`src/rtl/sw_array_sched_if.sv`:
```
// Bus bundle between the array sequencer and its surroundings: Y shift-FIFO,
// score FIFO, session control and the PE array enable/score lanes.
// Signal suffixes are from the sequencer's point of view.
interface sw_array_sched_if #(
  parameter int SEQ_DEPTH = 50,
  parameter int SCORE_W   = 16
);
  logic                         open_i;
  logic                         wr_open_i;
  logic                         y_sr_en_o;
  logic [1:0]                   y_dout_i;
  logic                         y_dout_valid_i;
  logic                         y_sr_empty_i;
  logic                         y_ff_empty_i;
  logic [1:0]                   y_o;
  logic                         y_valid_o;
  logic [SEQ_DEPTH-1:0]         proc_en_o;
  logic [SEQ_DEPTH*SCORE_W-1:0] score_pipe_i;
  logic [31:0]                  sc_data_o;
  logic                         sc_wren_o;
  logic                         sc_full_i;
  logic                         sc_empty_i;
  logic                         eof_o;
  logic                         busy_o;

  // Sequencer side
  modport slave (
    input  open_i, wr_open_i, y_dout_i, y_dout_valid_i, y_sr_empty_i,
           y_ff_empty_i, score_pipe_i, sc_full_i, sc_empty_i,
    output y_sr_en_o, y_o, y_valid_o, proc_en_o, sc_data_o, sc_wren_o,
           eof_o, busy_o
  );

  // Environment side (FIFOs, PE array, host session)
  modport master (
    output open_i, wr_open_i, y_dout_i, y_dout_valid_i, y_sr_empty_i,
           y_ff_empty_i, score_pipe_i, sc_full_i, sc_empty_i,
    input  y_sr_en_o, y_o, y_valid_o, proc_en_o, sc_data_o, sc_wren_o,
           eof_o, busy_o
  );
endinterface

```
`src/rtl/sw_array_sched.sv`:
```
// Smith-Waterman systolic array sequencer: fetches Y characters, broadcasts
// them into the PE chain, grows/retires the PE enable mask, drains every PE
// score into the score FIFO after each step and signals EOF once flushed.
module sw_array_sched #(
  parameter int SEQ_DEPTH = 50,
  parameter int SCORE_W   = 16,
  parameter int CNT_W     = 16
) (
  input  logic            bus_clk,
  input  logic            rst_n,
  sw_array_sched_if.slave bus
);

  typedef enum logic [2:0] {S_FETCH, S_WAIT, S_LOAD, S_PROC, S_DRAIN} state_t;

  localparam logic [CNT_W-1:0] DEPTH_C = CNT_W'(SEQ_DEPTH);
  localparam logic [CNT_W-1:0] LAST_C  = CNT_W'(SEQ_DEPTH - 1);
  localparam logic [CNT_W-1:0] ONE_C   = CNT_W'(1);

  state_t               state_q, state_d;
  logic [CNT_W-1:0]     load_cnt_q, load_cnt_d;
  logic [CNT_W-1:0]     flush_cnt_q, flush_cnt_d;
  logic [CNT_W-1:0]     drain_idx_q, drain_idx_d;
  logic                 final_q, final_d;
  logic                 y_sr_en_q, y_sr_en_d;
  logic [1:0]           y_q, y_d;
  logic                 y_valid_q, y_valid_d;
  logic [SEQ_DEPTH-1:0] proc_en_q, proc_en_d;
  logic [31:0]          sc_data_q, sc_data_d;
  logic                 sc_wren_q, sc_wren_d;
  logic                 eof_q, eof_d;

  logic [SEQ_DEPTH-1:0] load_mask, flush_mask;
  logic [SCORE_W-1:0]   pe_score;
  logic [31:0]          sc_word;

  // Decode counters into one-hot PE masks and select the PE score being drained;
  // an out-of-range counter yields an empty mask, so saturated counts touch nothing
  always_comb begin
    load_mask  = '0;
    flush_mask = '0;
    pe_score   = '0;
    for (int i = 0; i < SEQ_DEPTH; i++) begin
      if (load_cnt_q == CNT_W'(i))  load_mask[i]  = 1'b1;
      if (flush_cnt_q == CNT_W'(i)) flush_mask[i] = 1'b1;
      if (drain_idx_q == CNT_W'(i)) pe_score = bus.score_pipe_i[i*SCORE_W +: SCORE_W];
    end
    sc_word = '0;
    sc_word[SCORE_W-1:0] = pe_score;
  end

  // Next-state and registered-output logic; a closed session clears everything
  always_comb begin
    state_d     = state_q;
    load_cnt_d  = load_cnt_q;
    flush_cnt_d = flush_cnt_q;
    drain_idx_d = drain_idx_q;
    final_d     = final_q;
    y_sr_en_d   = y_sr_en_q;
    y_d         = y_q;
    y_valid_d   = y_valid_q;
    proc_en_d   = proc_en_q;
    sc_data_d   = sc_data_q;
    sc_wren_d   = sc_wren_q;
    eof_d       = eof_q;
    if (!bus.open_i) begin
      state_d     = S_FETCH;
      load_cnt_d  = '0;
      flush_cnt_d = '0;
      drain_idx_d = '0;
      final_d     = 1'b0;
      y_sr_en_d   = 1'b0;
      y_d         = '0;
      y_valid_d   = 1'b0;
      proc_en_d   = '0;
      sc_data_d   = '0;
      sc_wren_d   = 1'b0;
      eof_d       = 1'b0;
    end else begin
      case (state_q)
        S_FETCH: begin
          y_sr_en_d = 1'b1;
          sc_wren_d = 1'b0;
          if (bus.sc_empty_i && final_q && (flush_cnt_q == DEPTH_C)) eof_d = 1'b1;
          state_d = S_WAIT;
        end
        S_WAIT: begin
          y_sr_en_d = 1'b0;
          state_d   = S_LOAD;
        end
        S_LOAD: begin
          // The writer is done only when it has closed and both FIFO stages are dry
          if (!final_q) final_d = !bus.wr_open_i && bus.y_sr_empty_i && bus.y_ff_empty_i;
          if (bus.y_dout_valid_i && !final_q) begin
            y_d       = bus.y_dout_i;
            y_valid_d = 1'b1;
            if (load_cnt_q < DEPTH_C) begin
              proc_en_d  = proc_en_q | load_mask;
              load_cnt_d = load_cnt_q + ONE_C;
            end
            state_d = S_PROC;
          end else if (final_q && (flush_cnt_q < DEPTH_C)) begin
            // Retire the oldest PE; a coincident enable of the same PE takes priority
            y_valid_d   = 1'b1;
            proc_en_d   = (proc_en_q & ~flush_mask) | load_mask;
            flush_cnt_d = flush_cnt_q + ONE_C;
            if (load_cnt_q < DEPTH_C) load_cnt_d = load_cnt_q + ONE_C;
            state_d = S_PROC;
          end else begin
            y_valid_d = 1'b0;
            state_d   = S_FETCH;
          end
        end
        S_PROC: begin
          y_valid_d   = 1'b0;
          drain_idx_d = '0;
          state_d     = S_DRAIN;
        end
        S_DRAIN: begin
          if (!bus.sc_full_i) begin
            sc_wren_d = 1'b1;
            sc_data_d = sc_word;
            if (drain_idx_q == LAST_C) state_d = S_FETCH;
            else                       drain_idx_d = drain_idx_q + ONE_C;
          end else begin
            sc_wren_d = 1'b0;
          end
        end
        default: state_d = S_FETCH;
      endcase
    end
  end

  // State and output registers with asynchronous clear
  always_ff @(posedge bus_clk or negedge rst_n) begin
    if (!rst_n) begin
      state_q     <= S_FETCH;
      load_cnt_q  <= '0;
      flush_cnt_q <= '0;
      drain_idx_q <= '0;
      final_q     <= 1'b0;
      y_sr_en_q   <= 1'b0;
      y_q         <= '0;
      y_valid_q   <= 1'b0;
      proc_en_q   <= '0;
      sc_data_q   <= '0;
      sc_wren_q   <= 1'b0;
      eof_q       <= 1'b0;
    end else begin
      state_q     <= state_d;
      load_cnt_q  <= load_cnt_d;
      flush_cnt_q <= flush_cnt_d;
      drain_idx_q <= drain_idx_d;
      final_q     <= final_d;
      y_sr_en_q   <= y_sr_en_d;
      y_q         <= y_d;
      y_valid_q   <= y_valid_d;
      proc_en_q   <= proc_en_d;
      sc_data_q   <= sc_data_d;
      sc_wren_q   <= sc_wren_d;
      eof_q       <= eof_d;
    end
  end

  assign bus.y_sr_en_o = y_sr_en_q;
  assign bus.y_o       = y_q;
  assign bus.y_valid_o = y_valid_q;
  assign bus.proc_en_o = proc_en_q;
  assign bus.sc_data_o = sc_data_q;
  assign bus.sc_wren_o = sc_wren_q;
  assign bus.eof_o     = eof_q;
  assign bus.busy_o    = (state_q != S_FETCH);

endmodule

```
`src/flat_wrapper.sv`:
```
// flat-port wrapper written by rule: the top's interface ports become plain ports
module sw_array_sched_flat 
#(
  parameter int SEQ_DEPTH = 50,
  parameter int SCORE_W   = 16,
  parameter int CNT_W     = 16
)
  (bus_clk, rst_n, bus_open_i, bus_wr_open_i, bus_y_dout_i, bus_y_dout_valid_i, bus_y_sr_empty_i, bus_y_ff_empty_i, bus_score_pipe_i, bus_sc_full_i, bus_sc_empty_i, bus_y_sr_en_o, bus_y_o, bus_y_valid_o, bus_proc_en_o, bus_sc_data_o, bus_sc_wren_o, bus_eof_o, bus_busy_o);
  sw_array_sched_if #(.SEQ_DEPTH(SEQ_DEPTH), .SCORE_W(SCORE_W)) bus_i ();
  input  logic bus_clk;
  input  logic rst_n;
  input wire logic [$bits(bus_i.open_i)-1:0] bus_open_i;
  input wire logic [$bits(bus_i.wr_open_i)-1:0] bus_wr_open_i;
  input wire logic [$bits(bus_i.y_dout_i)-1:0] bus_y_dout_i;
  input wire logic [$bits(bus_i.y_dout_valid_i)-1:0] bus_y_dout_valid_i;
  input wire logic [$bits(bus_i.y_sr_empty_i)-1:0] bus_y_sr_empty_i;
  input wire logic [$bits(bus_i.y_ff_empty_i)-1:0] bus_y_ff_empty_i;
  input wire logic [$bits(bus_i.score_pipe_i)-1:0] bus_score_pipe_i;
  input wire logic [$bits(bus_i.sc_full_i)-1:0] bus_sc_full_i;
  input wire logic [$bits(bus_i.sc_empty_i)-1:0] bus_sc_empty_i;
  output wire logic [$bits(bus_i.y_sr_en_o)-1:0] bus_y_sr_en_o;
  output wire logic [$bits(bus_i.y_o)-1:0] bus_y_o;
  output wire logic [$bits(bus_i.y_valid_o)-1:0] bus_y_valid_o;
  output wire logic [$bits(bus_i.proc_en_o)-1:0] bus_proc_en_o;
  output wire logic [$bits(bus_i.sc_data_o)-1:0] bus_sc_data_o;
  output wire logic [$bits(bus_i.sc_wren_o)-1:0] bus_sc_wren_o;
  output wire logic [$bits(bus_i.eof_o)-1:0] bus_eof_o;
  output wire logic [$bits(bus_i.busy_o)-1:0] bus_busy_o;
  assign bus_i.open_i = bus_open_i;
  assign bus_i.wr_open_i = bus_wr_open_i;
  assign bus_i.y_dout_i = bus_y_dout_i;
  assign bus_i.y_dout_valid_i = bus_y_dout_valid_i;
  assign bus_i.y_sr_empty_i = bus_y_sr_empty_i;
  assign bus_i.y_ff_empty_i = bus_y_ff_empty_i;
  assign bus_i.score_pipe_i = bus_score_pipe_i;
  assign bus_i.sc_full_i = bus_sc_full_i;
  assign bus_i.sc_empty_i = bus_sc_empty_i;
  assign bus_y_sr_en_o = bus_i.y_sr_en_o;
  assign bus_y_o = bus_i.y_o;
  assign bus_y_valid_o = bus_i.y_valid_o;
  assign bus_proc_en_o = bus_i.proc_en_o;
  assign bus_sc_data_o = bus_i.sc_data_o;
  assign bus_sc_wren_o = bus_i.sc_wren_o;
  assign bus_eof_o = bus_i.eof_o;
  assign bus_busy_o = bus_i.busy_o;
  sw_array_sched #(.SEQ_DEPTH(SEQ_DEPTH), .SCORE_W(SCORE_W), .CNT_W(CNT_W)) u_core (.bus_clk(bus_clk), .rst_n(rst_n), .bus(bus_i));
endmodule
```
`config.mk`:
```
export PLATFORM = sky130hd
export DESIGN_NAME = sw_array_sched_flat
export DESIGN_NICKNAME = d
export VERILOG_FILES = /design/src/rtl/sw_array_sched_if.sv /design/src/rtl/sw_array_sched.sv /design/src/flat_wrapper.sv
export SDC_FILE = /design/constraint.sdc
export NUM_CORES = 1
export LEC_CHECK = 0
export ABC_CLOCK_PERIOD_IN_PS = 3900
export CORE_AREA = 2 2 348 350
export DETAILED_ROUTE_END_ITERATION = 12
export DIE_AREA = 0 0 350 352
export GPL_TIMING_DRIVEN = 0
export HOLD_SLACK_MARGIN = 0.03
export PLACE_DENSITY = 0.44
export SLEW_MARGIN = 5
export SYNTH_ARGS = -nofsm -noshare
export SYNTH_HDL_FRONTEND = slang
export SYNTH_SLANG_ARGS = --single-unit
export TNS_END_PERCENT = 20
```
`constraint.sdc`:
```
create_clock -name bus_clk -period 3.9 [get_ports bus_clk]
set_input_delay 0.39 -clock bus_clk [delete_from_list [all_inputs] [get_ports bus_clk]]
set_output_delay 0.39 -clock bus_clk [all_outputs]
set_load 0.02 [all_outputs]
```
==> flow_summary.yaml <==
detailed_routing:
  vias: 25700
  wl_per_cell_um: 41.6
  drc: 0
  drt_pass1_iterations: 6
  drt-total-wl_mm: 201
  avgViaCountPerCell: 5.33
  drt_iter0_drc: 3091
  ant_nets: 0
layout:
  regArea_sq_um: 3100
  n_fill_cell: 13400
  nNetsFinal: 4001
  drive_above_1_share: 0.139
  fin_cells: 4830
  multi_input_area_sq_um: 12200
  area_growth_pct: 92.0
timing:
  hold_slack_ps: 362
  skew_ps: 21.9
  maxSlewViolCount: 0
  fin_crit_sh: 1.04
  max_freq_ghz: 0.247
  period_needed_ps: 4040
  timing.final.ws_setup_ps: -144
  rsz0062_at_grt: "true"
  max_slew_margin: 0.224
  hold_viol: 0
  worst_pin_slew_ps: 1160
  setup_violations: 5
synth:
  yosysMostFrequentCell: "nand2_1"
  synth_common_cells: "317 x nand2_1, 213 x o21ai_0, 206 x nor2_1, 150 x a21oi_1, 129 x clkbuf_1"
  synthAdderAreaFrac: 0.0100
  netlist.top_cell.by_area: "dfrtp_1"
  synth_mux_area_frac: 0.00133
  async_flop_share: 1.00
  synth_top_area_frac: 0.207
  avgSynthCellArea_sq_um: 6.85
  synth-compound-area-share: 0.402
  synth_edf_count: 0
  synthFlopType: "dfrtp_1"
  synth_top_family_by_area: "compound AO/OA/AOI/OAI gates"
  yosysWarnings: 0
  synth-simple-area-share: 0.307
  synth_xor_area_frac: 0.00933
  syn_area_sq_um: 15000
  yosysUniqueCellTypes: 89
  synth_area_leaders: "dfrtp_1 21%, nand2_1 7.9%, o21ai_0 7.1%"
  seq_area_frac_synth: 0.207
  ys_seq_elements: 124
  syn-instance-count: 2193
global_route:
  overflow: 0
  grt_pass1_vias: 25200
  grt_usage: 0.311
  grt_pass1_wl_mm: 253
  antenna_found_initial: 78
  grt_max_degree: 56
place:
  dpl.hpwl_mm: 168
  io_buffers: 883
  dp.cells: 4729
  gp_congestion: 0.993
pwr:
  max-vdd-ir-drop_mv: 0.342
  powerDensity_nw_per_um2: 236
  leakagePower_nw: 10.1
clock_tree:
  clockBufferDepth: 2
  path_clk_slew_ps: 80
  root_buffer: "clkbuf_16"
  cts_sinks: 124
  numCtsBuffers: 17
  cts_tree: "built"
  worstSkewPairLatency_ps: 480
  htreeDepth: 4
worst_setup_path:
  critPathKind: "register to register"
  crit_arrival_ps: 4450
  crit_path_start_kind: "register"
  cp.required_ps: 4310
  crit_fanout: 10
  end_kind: "register"
floorplanning:
  start_util: 0.126
  core-area_sq_um: 119000
  die_x_um: 350
  rows: 127
  die_height_um: 352
  ios: 900
  dieArea_sq_um: 123000
run_status:
  violations: "negative setup slack"
  status: "complete, but fails checks"
min_path:
  hold_path_class: "primary input to asynchronous set/reset pin"
job:
  maxCapViolCount: 0
layout by cell type, fill, tap and decap left out, drive strengths merged, types with 13 or more instances in the layout:
cell	instances
a21oi	151
nand3	92
nand2	317
a2111oi	14
nand4	47
a221oi	62
or3	18
dfrtp	124
nor4	53
nand2b	13
clkbuf	128
a31oi	50
a221o	31
clkdlybuf4s50	882
nor2	206
a211oi	25
buf	151
o21ai	216
diode	27
o2111ai	16
nand3b	16
and3	13
o211ai	38
a22oi	39
inv	30
o221ai	46
conb	16
nor3	68
and2	15
xor2	14
a22o	28
o22ai	66
logic make-up (layout without fill, tap and decap cells):
family / Yosys count / after routing
other: 1 / 43
adders and majority gates: 12 / 12
xor gates and xnor gates: 16 / 16
buffers and inverters: 224 / 1207
muxes: 2 / 2
DFF: 124 / 124
and+or+nand+nor: 929 / 929
AOI/OAI and AO/OA: 885 / 885
report_power, final:
part | total (mW) | internal [mW] | switching (mW) | leakage, nW
Sequential | 1.37 | 1.33 | 0.0411 | 1.72
Clock | 1.81 | 1.03 | 0.782 | 0.307
Combinational | 3.62 | 1.49 | 2.13 | 8.06
sequential cells by signal, summed over array words and instances (netlist names):
name                  flops
u_core.bus.proc_en_o     50
u_core.bus.sc_data_o     16
u_core.drain_idx_q       16
u_core.flush_cnt_q       16
u_core.load_cnt_q        16
u_core.state_q            3
u_core.bus.y_o            2
u_core.bus.eof_o          1
u_core.bus.sc_wren_o      1
u_core.bus.y_sr_en_o      1
u_core.bus.y_valid_o      1
u_core.final_q            1
final cells by class:
class                      instances  share of cell area
buffer                           180              0.0382
clock inverter                    15             0.00694
tap                             1612              0.0700
antenna                           27             0.00234
inverter                          24             0.00326
sequential                       124               0.108
multi-input combinational       1860               0.424
clock buffer                      17              0.0148
timing repair buffer             971               0.333
layer usage:
metal  global-route usage  vias up  share of wire  wire length [um]
met3               0.0819      498          0.089             17900
met2                0.496     1769           0.45             90200
met5                    0        -         0.0022               432
met1                0.375    12800           0.39             79200
li1                     -    10600              -                 -
met4                0.181       66          0.065             13100
path summary, 6_finish.rpt:
kind,from,end,slack (ps),cells past startpoint
setup reg to reg,u_core.drain_idx_q[7]$_DFFE_PN0P_,u_core.bus.sc_data_o[6]$_DFFE_PN0P_,-140,9
hold reg to reg,u_core.bus.proc_en_o[46]$_DFFE_PN0P_,u_core.bus.proc_en_o[46]$_DFFE_PN0P_,480,2
max in group asynchronous,rst_n,u_core.bus.sc_data_o[10]$_DFFE_PN0P_,2600,4
min in group bus_clk,u_core.bus.proc_en_o[46]$_DFFE_PN0P_,u_core.bus.proc_en_o[46]$_DFFE_PN0P_,480,2
hold / removal,rst_n,u_core.bus.proc_en_o[20]$_DFFE_PN0P_,360,2
setup / recovery,u_core.drain_idx_q[7]$_DFFE_PN0P_,u_core.bus.sc_data_o[6]$_DFFE_PN0P_,-140,9
through the flow:
stage               total power [mW]  cell area, sq um  setup WS (ps)  setup TNS [ps]  utilization
global route                    6.89             28800          -25.7           -92.2        0.241
finish                          6.80             28800           -144            -606        0.242
global placement                4.57             25900          -3440         -465310        0.217
floorplan                       2.33             15100            984               0            -
detailed placement              4.61             26400          -2890          -30780        0.222
CTS                             6.72             28400          -61.1            -233        0.238
timing repair:
| action | CTS | global route |
|---|---|---|
| endpoints found under the setup margin | 17 | 16 |
| hold buffers | 1 | 0 |
| pin swaps | 24 | 24 |
| gates resized for setup | 297 | 72 |
| setup buffers | 50 | 11 |
| endpoints found under the hold margin | 31 | 0 |
critical path: stages, from the launching register on:
cell,delay [ps]
dfrtp_1,400
buf_2,340
nor4b_4,100
nand3_1,390
clkbuf_1,630
clkbuf_1,720
o21ai_0,480
o31ai_4,630
a31oi_1,170
nand2_1,90
Power figures use the tool's default switching activity.
